--- config.mk ---
export PLATFORM = sky130hd
export DESIGN_NAME = alu_writeback_flat
export DESIGN_NICKNAME = d
export VERILOG_FILES = /design/src/rtl/simple_pkg.sv /design/src/rtl/alu_writeback_if.sv /design/src/rtl/branch_cond.sv /design/src/rtl/alu_writeback.sv /design/src/flat_wrapper.sv
export SDC_FILE = /design/constraint.sdc
export NUM_CORES = 1
export LEC_CHECK = 0
export BUFFER_PORTS_ARGS = -buffer_cell sky130_fd_sc_hd__buf_2
export CAP_MARGIN = 15
export CORE_MARGIN = 8
export CORE_UTILIZATION = 45
export CTS_CLUSTER_SIZE = 8
export DETAILED_ROUTE_END_ITERATION = 12
export GPL_ROUTABILITY_DRIVEN = 0
export GPL_TIMING_DRIVEN = 0
export HOLD_SLACK_MARGIN = 0.02
export PLACE_DENSITY = 0.79
export SETUP_SLACK_MARGIN = 0.3
export SLEW_MARGIN = 20
export SYNTH_ARGS = -nofsm -noshare
export SYNTH_HDL_FRONTEND = slang
export SYNTH_SLANG_ARGS = --single-unit
--- constraint.sdc ---
create_clock -name clk -period 1.2 [get_ports clk]
set_input_delay 0.24 -clock clk [delete_from_list [all_inputs] [get_ports clk]]
set_output_delay 0.24 -clock clk [all_outputs]
set_load 0.02 [all_outputs]
--- src/rtl/simple_pkg.sv ---
// Shared constants and types for the ALU writeback stage.
// Condition codes, flag bit positions and the held result entry.
package simple_pkg;

    localparam logic [2:0] BR_AL  = 3'b000;
    localparam logic [2:0] BR_BE  = 3'b001;
    localparam logic [2:0] BR_BLT = 3'b010;
    localparam logic [2:0] BR_BLE = 3'b011;
    localparam logic [2:0] BR_BNE = 3'b100;

    localparam int FLAG_S = 3;
    localparam int FLAG_Z = 2;
    localparam int FLAG_C = 1;
    localparam int FLAG_V = 0;

    typedef struct packed {
        logic [15:0] data;
        logic [2:0]  rd;
        logic        en;
    } wb_entry_t;

endpackage

--- src/rtl/alu_writeback_if.sv ---
// Beat bus between ALU and writeback: input beat channel plus
// result channel. master = producer/consumer side, slave = stage.
interface alu_writeback_if;

    logic        in_valid;
    logic        in_ready;
    logic [15:0] alu_res;
    logic [3:0]  alu_szcv;
    logic [2:0]  rd;
    logic        wr_en;
    logic        set_flags;
    logic        br_en;
    logic [2:0]  br_cond;
    logic [15:0] br_target;

    logic        out_valid;
    logic        out_ready;
    logic [15:0] wb_data;
    logic [2:0]  wb_rd;
    logic        wb_en;

    modport master (
        output in_valid, alu_res, alu_szcv, rd, wr_en,
        output set_flags, br_en, br_cond, br_target,
        input  in_ready,
        input  out_valid, wb_data, wb_rd, wb_en,
        output out_ready
    );

    modport slave (
        input  in_valid, alu_res, alu_szcv, rd, wr_en,
        input  set_flags, br_en, br_cond, br_target,
        output in_ready,
        output out_valid, wb_data, wb_rd, wb_en,
        input  out_ready
    );

endinterface

--- src/rtl/branch_cond.sv ---
// Combinational branch condition decode.
// Ports: flags {S,Z,C,V}, br_cond code in; take out.
module branch_cond
    import simple_pkg::*;
(
    input  logic [3:0] flags,
    input  logic [2:0] br_cond,
    output logic       take
);

    logic s, z, v;

    assign s = flags[FLAG_S];
    assign z = flags[FLAG_Z];
    assign v = flags[FLAG_V];

    always_comb begin
        take = 1'b0;
        case (br_cond)
            BR_AL:   take = 1'b1;
            BR_BE:   take = z;
            BR_BLT:  take = s ^ v;
            BR_BLE:  take = z | (s ^ v);
            BR_BNE:  take = ~z;
            default: take = 1'b0;
        endcase
    end

endmodule

--- src/rtl/alu_writeback.sv ---
// ALU writeback stage: one-entry result buffer, flag register, branch
// resolution. Ports: clk, rst, bus (slave), flush, flags, br_taken, br_pc.
module alu_writeback
    import simple_pkg::*;
(
    input  logic        clk,
    input  logic        rst,
    alu_writeback_if.slave bus,
    input  logic        flush,
    output logic [3:0]  flags,
    output logic        br_taken,
    output logic [15:0] br_pc
);

    wb_entry_t   ent_q;
    logic        out_valid_q;
    logic        shadow_q;
    logic [3:0]  flags_q;
    logic        taken_q;
    logic [15:0] pc_q;
    logic        ready;
    logic        accept;
    logic        take;
    logic        br_hit;

    // The beat right after a taken branch is on the wrong path.
    assign ready  = (~out_valid_q | bus.out_ready) & ~shadow_q;
    assign accept = bus.in_valid & ready & ~flush;

    // Condition is checked against flags from before this beat.
    branch_cond u_cond (
        .flags   (flags_q),
        .br_cond (bus.br_cond),
        .take    (take)
    );

    assign br_hit = accept & bus.br_en & take;

    always_ff @(posedge clk) begin
        if (rst) begin
            ent_q       <= '0;
            out_valid_q <= 1'b0;
            shadow_q    <= 1'b0;
            flags_q     <= 4'b0000;
            taken_q     <= 1'b0;
            pc_q        <= 16'h0000;
        end else begin
            shadow_q <= br_hit;
            taken_q  <= br_hit;
            pc_q     <= br_hit ? bus.br_target : 16'h0000;
            if (flush) begin
                out_valid_q <= 1'b0;
            end else if (accept) begin
                out_valid_q <= 1'b1;
                ent_q.data  <= bus.alu_res;
                ent_q.rd    <= bus.rd;
                ent_q.en    <= bus.wr_en;
            end else if (bus.out_ready) begin
                out_valid_q <= 1'b0;
            end
            if (accept && bus.set_flags) begin
                flags_q <= bus.alu_szcv;
            end
        end
    end

    assign bus.in_ready  = ready;
    assign bus.out_valid = out_valid_q;
    assign bus.wb_data   = ent_q.data;
    assign bus.wb_rd     = ent_q.rd;
    assign bus.wb_en     = out_valid_q & ent_q.en;

    assign flags    = flags_q;
    assign br_taken = taken_q;
    assign br_pc    = pc_q;

endmodule
--- src/flat_wrapper.sv ---
// flat-port wrapper written by rule: the top's interface ports become plain ports
module alu_writeback_flat import simple_pkg::*;
  (clk, rst, flush, flags, br_taken, br_pc, bus_in_valid, bus_alu_res, bus_alu_szcv, bus_rd, bus_wr_en, bus_set_flags, bus_br_en, bus_br_cond, bus_br_target, bus_in_ready, bus_out_valid, bus_wb_data, bus_wb_rd, bus_wb_en, bus_out_ready);
  alu_writeback_if bus_i ();
  input  logic clk;
  input  logic rst;
  input  logic flush;
  output logic [3:0] flags;
  output logic br_taken;
  output logic [15:0] br_pc;
  input wire logic [$bits(bus_i.in_valid)-1:0] bus_in_valid;
  input wire logic [$bits(bus_i.alu_res)-1:0] bus_alu_res;
  input wire logic [$bits(bus_i.alu_szcv)-1:0] bus_alu_szcv;
  input wire logic [$bits(bus_i.rd)-1:0] bus_rd;
  input wire logic [$bits(bus_i.wr_en)-1:0] bus_wr_en;
  input wire logic [$bits(bus_i.set_flags)-1:0] bus_set_flags;
  input wire logic [$bits(bus_i.br_en)-1:0] bus_br_en;
  input wire logic [$bits(bus_i.br_cond)-1:0] bus_br_cond;
  input wire logic [$bits(bus_i.br_target)-1:0] bus_br_target;
  output wire logic [$bits(bus_i.in_ready)-1:0] bus_in_ready;
  output wire logic [$bits(bus_i.out_valid)-1:0] bus_out_valid;
  output wire logic [$bits(bus_i.wb_data)-1:0] bus_wb_data;
  output wire logic [$bits(bus_i.wb_rd)-1:0] bus_wb_rd;
  output wire logic [$bits(bus_i.wb_en)-1:0] bus_wb_en;
  input wire logic [$bits(bus_i.out_ready)-1:0] bus_out_ready;
  assign bus_i.in_valid = bus_in_valid;
  assign bus_i.alu_res = bus_alu_res;
  assign bus_i.alu_szcv = bus_alu_szcv;
  assign bus_i.rd = bus_rd;
  assign bus_i.wr_en = bus_wr_en;
  assign bus_i.set_flags = bus_set_flags;
  assign bus_i.br_en = bus_br_en;
  assign bus_i.br_cond = bus_br_cond;
  assign bus_i.br_target = bus_br_target;
  assign bus_in_ready = bus_i.in_ready;
  assign bus_out_valid = bus_i.out_valid;
  assign bus_wb_data = bus_i.wb_data;
  assign bus_wb_rd = bus_i.wb_rd;
  assign bus_wb_en = bus_i.wb_en;
  assign bus_i.out_ready = bus_out_ready;
  alu_writeback u_core (.clk(clk), .rst(rst), .bus(bus_i), .flush(flush), .flags(flags), .br_taken(br_taken), .br_pc(br_pc));
endmodule
==> impl_metrics.yaml <==
die:
  initial_core_util_pct: 46.37
  core_area_um2: 3943
  dieHeight_um: 79.74
  die_area_um2: 6358
  dieWidth_um: 79.74
  row_count: 23
  pin_count: 93
cells_and_area:
  nNetsFinal: 337
  drive_above_1_share_pct: 68.06
  fin_util_pct: 76.90
  nFillCells: 273
  syn_to_final_growth_pct: 65.85
  fin_cells: 338
  n_antenna_cell: 0
timing:
  setup_viol: 28
  drv_slew: 0
  rsz0062_at_grt: "true"
  post-route-period-util_pct: 109.1
  hold_viol: 0
  min_period_ns: 1.309
  fin_skew_ns: 0.008124
  tightestPinTransition_ns: 0.4102
  timing.slew.headroom_pct: 72.65
  max_freq_ghz: 0.7638
  setup_ws_ns: -0.1093
global_route:
  first_global_vias: 1686
  antenna_found_initial: 0
  grt_overflow: 0
  grt_max_degree: 15
  grt_usage_pct: 16.06
  grt_first_pass_wirelength_um: 8004
detailed_routing:
  via_per_inst: 4.633
  highest_layer: "met4"
  wl_met2_um: 2680
  vias: 1566
  first_pass_iters: 4
  drt_iter0_markers: 39
  met1_length_um: 1979
  wl_um: 5269
  drc: 0
  wl_met3_um: 563
  ant_nets: 0
  wl_per_cell_um: 15.59
placement:
  dp_cells: 316
  io_buffers: 92
  hpwl_um: 3443
clock_tree:
  tritoncts: "done"
  postCtsHoldBufs: 0
  clockBufferDepth: 2
  clk_pin_slew_worst_paths_ns: 0.08
  cts.sinks: 42
  cts-root-buf: "clkbuf_8"
  clock_latency_ns: 0.30
  cts_buffers: 5
  cts-htree-levels: 2
worst_setup_path:
  crit_required_ns: 0.96
  crit_path_end_kind: "output port"
  cp.arrival_ns: 1.07
  cp_max_fo: 4
  r2r-start: "u_core.bus.out_valid"
  r2r-end: "u_core.bus.wb_data[4]"
  path_buf_inv: 1
  critPathSlowestCell: "dfxtp_4"
  critical_path_class: "reg2out"
  crit_path_start_kind: "flop"
  critPathTopFamily: "flip-flops"
  worst_r2r_path_depth: 4
  regToRegSetupSlack_ns: -0.07
  crit_chain: "nor2b_4 > nor2_2 > buf_6"
  cp_slowest_stage_delay_ns: 0.35
power:
  leakagePower_nw: 1.393
  power_density_nw_per_um2: 966.5
  p_total_mw: 2.930
  vdd_drop_max_mv: 0.9306
run:
  cap_violations: 0
outcome:
  status: "finished with violations"
  violations: "setup timing"
hold_path:
  hold_depth: 2
  hold_path_class: "in2reg"
  hold_start: "bus_br_target[5]"
  min_to: "u_core.br_pc[5]"
logic_synthesis:
  synth-warning-count: 0
  synth_area_per_cell_um2: 10.51
  synth_seq_cells: 42
  seq_area_frac_synth_pct: 46.00
  synth_cell_types: 20
  synthCells: 174
  syn-num-nets: 224
  syn_area_um2: 1828
## cells in the final DEF, fill, tap and decap left out, drive strengths merged
| cell type | Yosys | layout |
|---|---|---|
| nor3 | 2 | 2 |
| nor4b | 1 | 1 |
| clkbuf | 6 | 11 |
| and3 | 16 | 16 |
| nand2b | 51 | 51 |
| nand2 | 1 | 1 |
| mux2i | 24 | 24 |
| clkinv | 0 | 2 |
| a211o | 1 | 1 |
| nor2b | 2 | 2 |
| xnor2 | 1 | 1 |
| nor2 | 1 | 1 |
| o221ai | 1 | 1 |
| buf | 22 | 128 |
| and2 | 2 | 2 |
| clkinvlp | 0 | 1 |
| nor4 | 1 | 1 |
| dfxtp | 42 | 42 |
## metal layers
metal  track usage [%]  up-vias
met2             27.79       64
met4             3.818        0
met3             8.221        6
met1             16.89      724
met5                 0        -
li1                  -      772
## cells by family (layout without fill, tap and decap cells)
kind of cell    Yosys count  in the layout  share of synthesized area [%]
mux                      24             24                          13.14
simple gates             77             77                          28.54
flops                    42             42                          46.00
xor+xnor                  1              1                         0.4792
compound gates            2              2                          1.300
buf+inv                  28            142                          10.54
## sequential cells by signal (all words and copies together), names as in the netlist
register and cells:
u_core.flags 4, u_core.ent_q 1, u_core.br_pc 16, u_core.shadow_q 1
u_core.bus.out_valid 1, u_core.bus.wb_data 16, u_core.bus.wb_rd 3
## power by group
part / switching, mW / leakage (nW) / total (mW) / internal [mW]
sequential: 0.0329 / 0.361 / 1.47 / 1.44
combinational: 0.230 / 0.988 / 0.554 / 0.324
clock: 0.495 / 0.0441 / 0.903 / 0.409
total: 0.758 / 1.39 / 2.93 / 2.17
## what timing repair did
| action | 4_1_cts | 5_1_grt |
|---|---|---|
| gates resized for setup | 153 | 11 |
| pin swaps | 4 | 0 |
| endpoints found under the setup margin | 84 | 85 |
| setup buffers | 12 | 2 |
## through the flow
step / setup TNS [ns] / setup slack, ns / area (um^2) / hold WS (ns)
2_1_floorplan: -0.02354 / -0.002616 / 1836 / 0.3094
3_3_place_gp: -3.149 / -0.1768 / 2359 / 0.4577
3_5_place_dp: -3.507 / -0.2097 / 2359 / 0.4613
4_1_cts: -0.5549 / -0.1132 / 2980 / 0.1716
5_1_grt: -3.340 / -0.1563 / 3032 / 0.1680
6_report: -0.9902 / -0.1093 / 3032 / 0.1805
## cells in the mapped netlist (all sizes together)
cell	n	area, um^2
and2	2	12.51
dfxtp	42	840.8
clkbuf	6	23.77
nor3	2	10.01
nor4b	1	23.77
nor2b	2	20.02
buf	22	168.9
nand2	1	3.750
and3	16	100.1
nand2b	51	326.6
mux2i	24	240.2
nor2	1	3.750
nor4	1	21.27
xnor2	1	8.760
o221ai	1	15.01
a211o	1	8.760
## final cells by class
cell class	instances	area [um^2]	share of cell area, %
Timing Repair Buffer	106	842.1	27.78
Buffer	28	280.3	9.245
Multi-Input combinational cell	104	854.6	28.19
Sequential cell	42	902.1	29.76
Clock buffer	5	68.82	2.270
Clock inverter	3	21.27	0.7016
Tap cell	50	62.56	2.064
## worst max-delay path by stage
stage                         start                endpoint  slack [ns]  cells past startpoint
2_1_floorplan  u_core.bus.out_valid        u_core.br_pc[10]      -0.003                      4
3_3_place_gp                    rst         u_core.flags[3]       -0.18                      5
3_5_place_dp                    rst  u_core.bus.wb_data[12]       -0.21                      5
4_1_cts        u_core.bus.out_valid            bus_in_ready       -0.11                      3
5_1_grt        u_core.bus.out_valid            bus_in_ready       -0.16                      3
6_report       u_core.bus.out_valid            bus_in_ready       -0.11                      3
No activity file was read; power rests on OpenSTA's default activity.
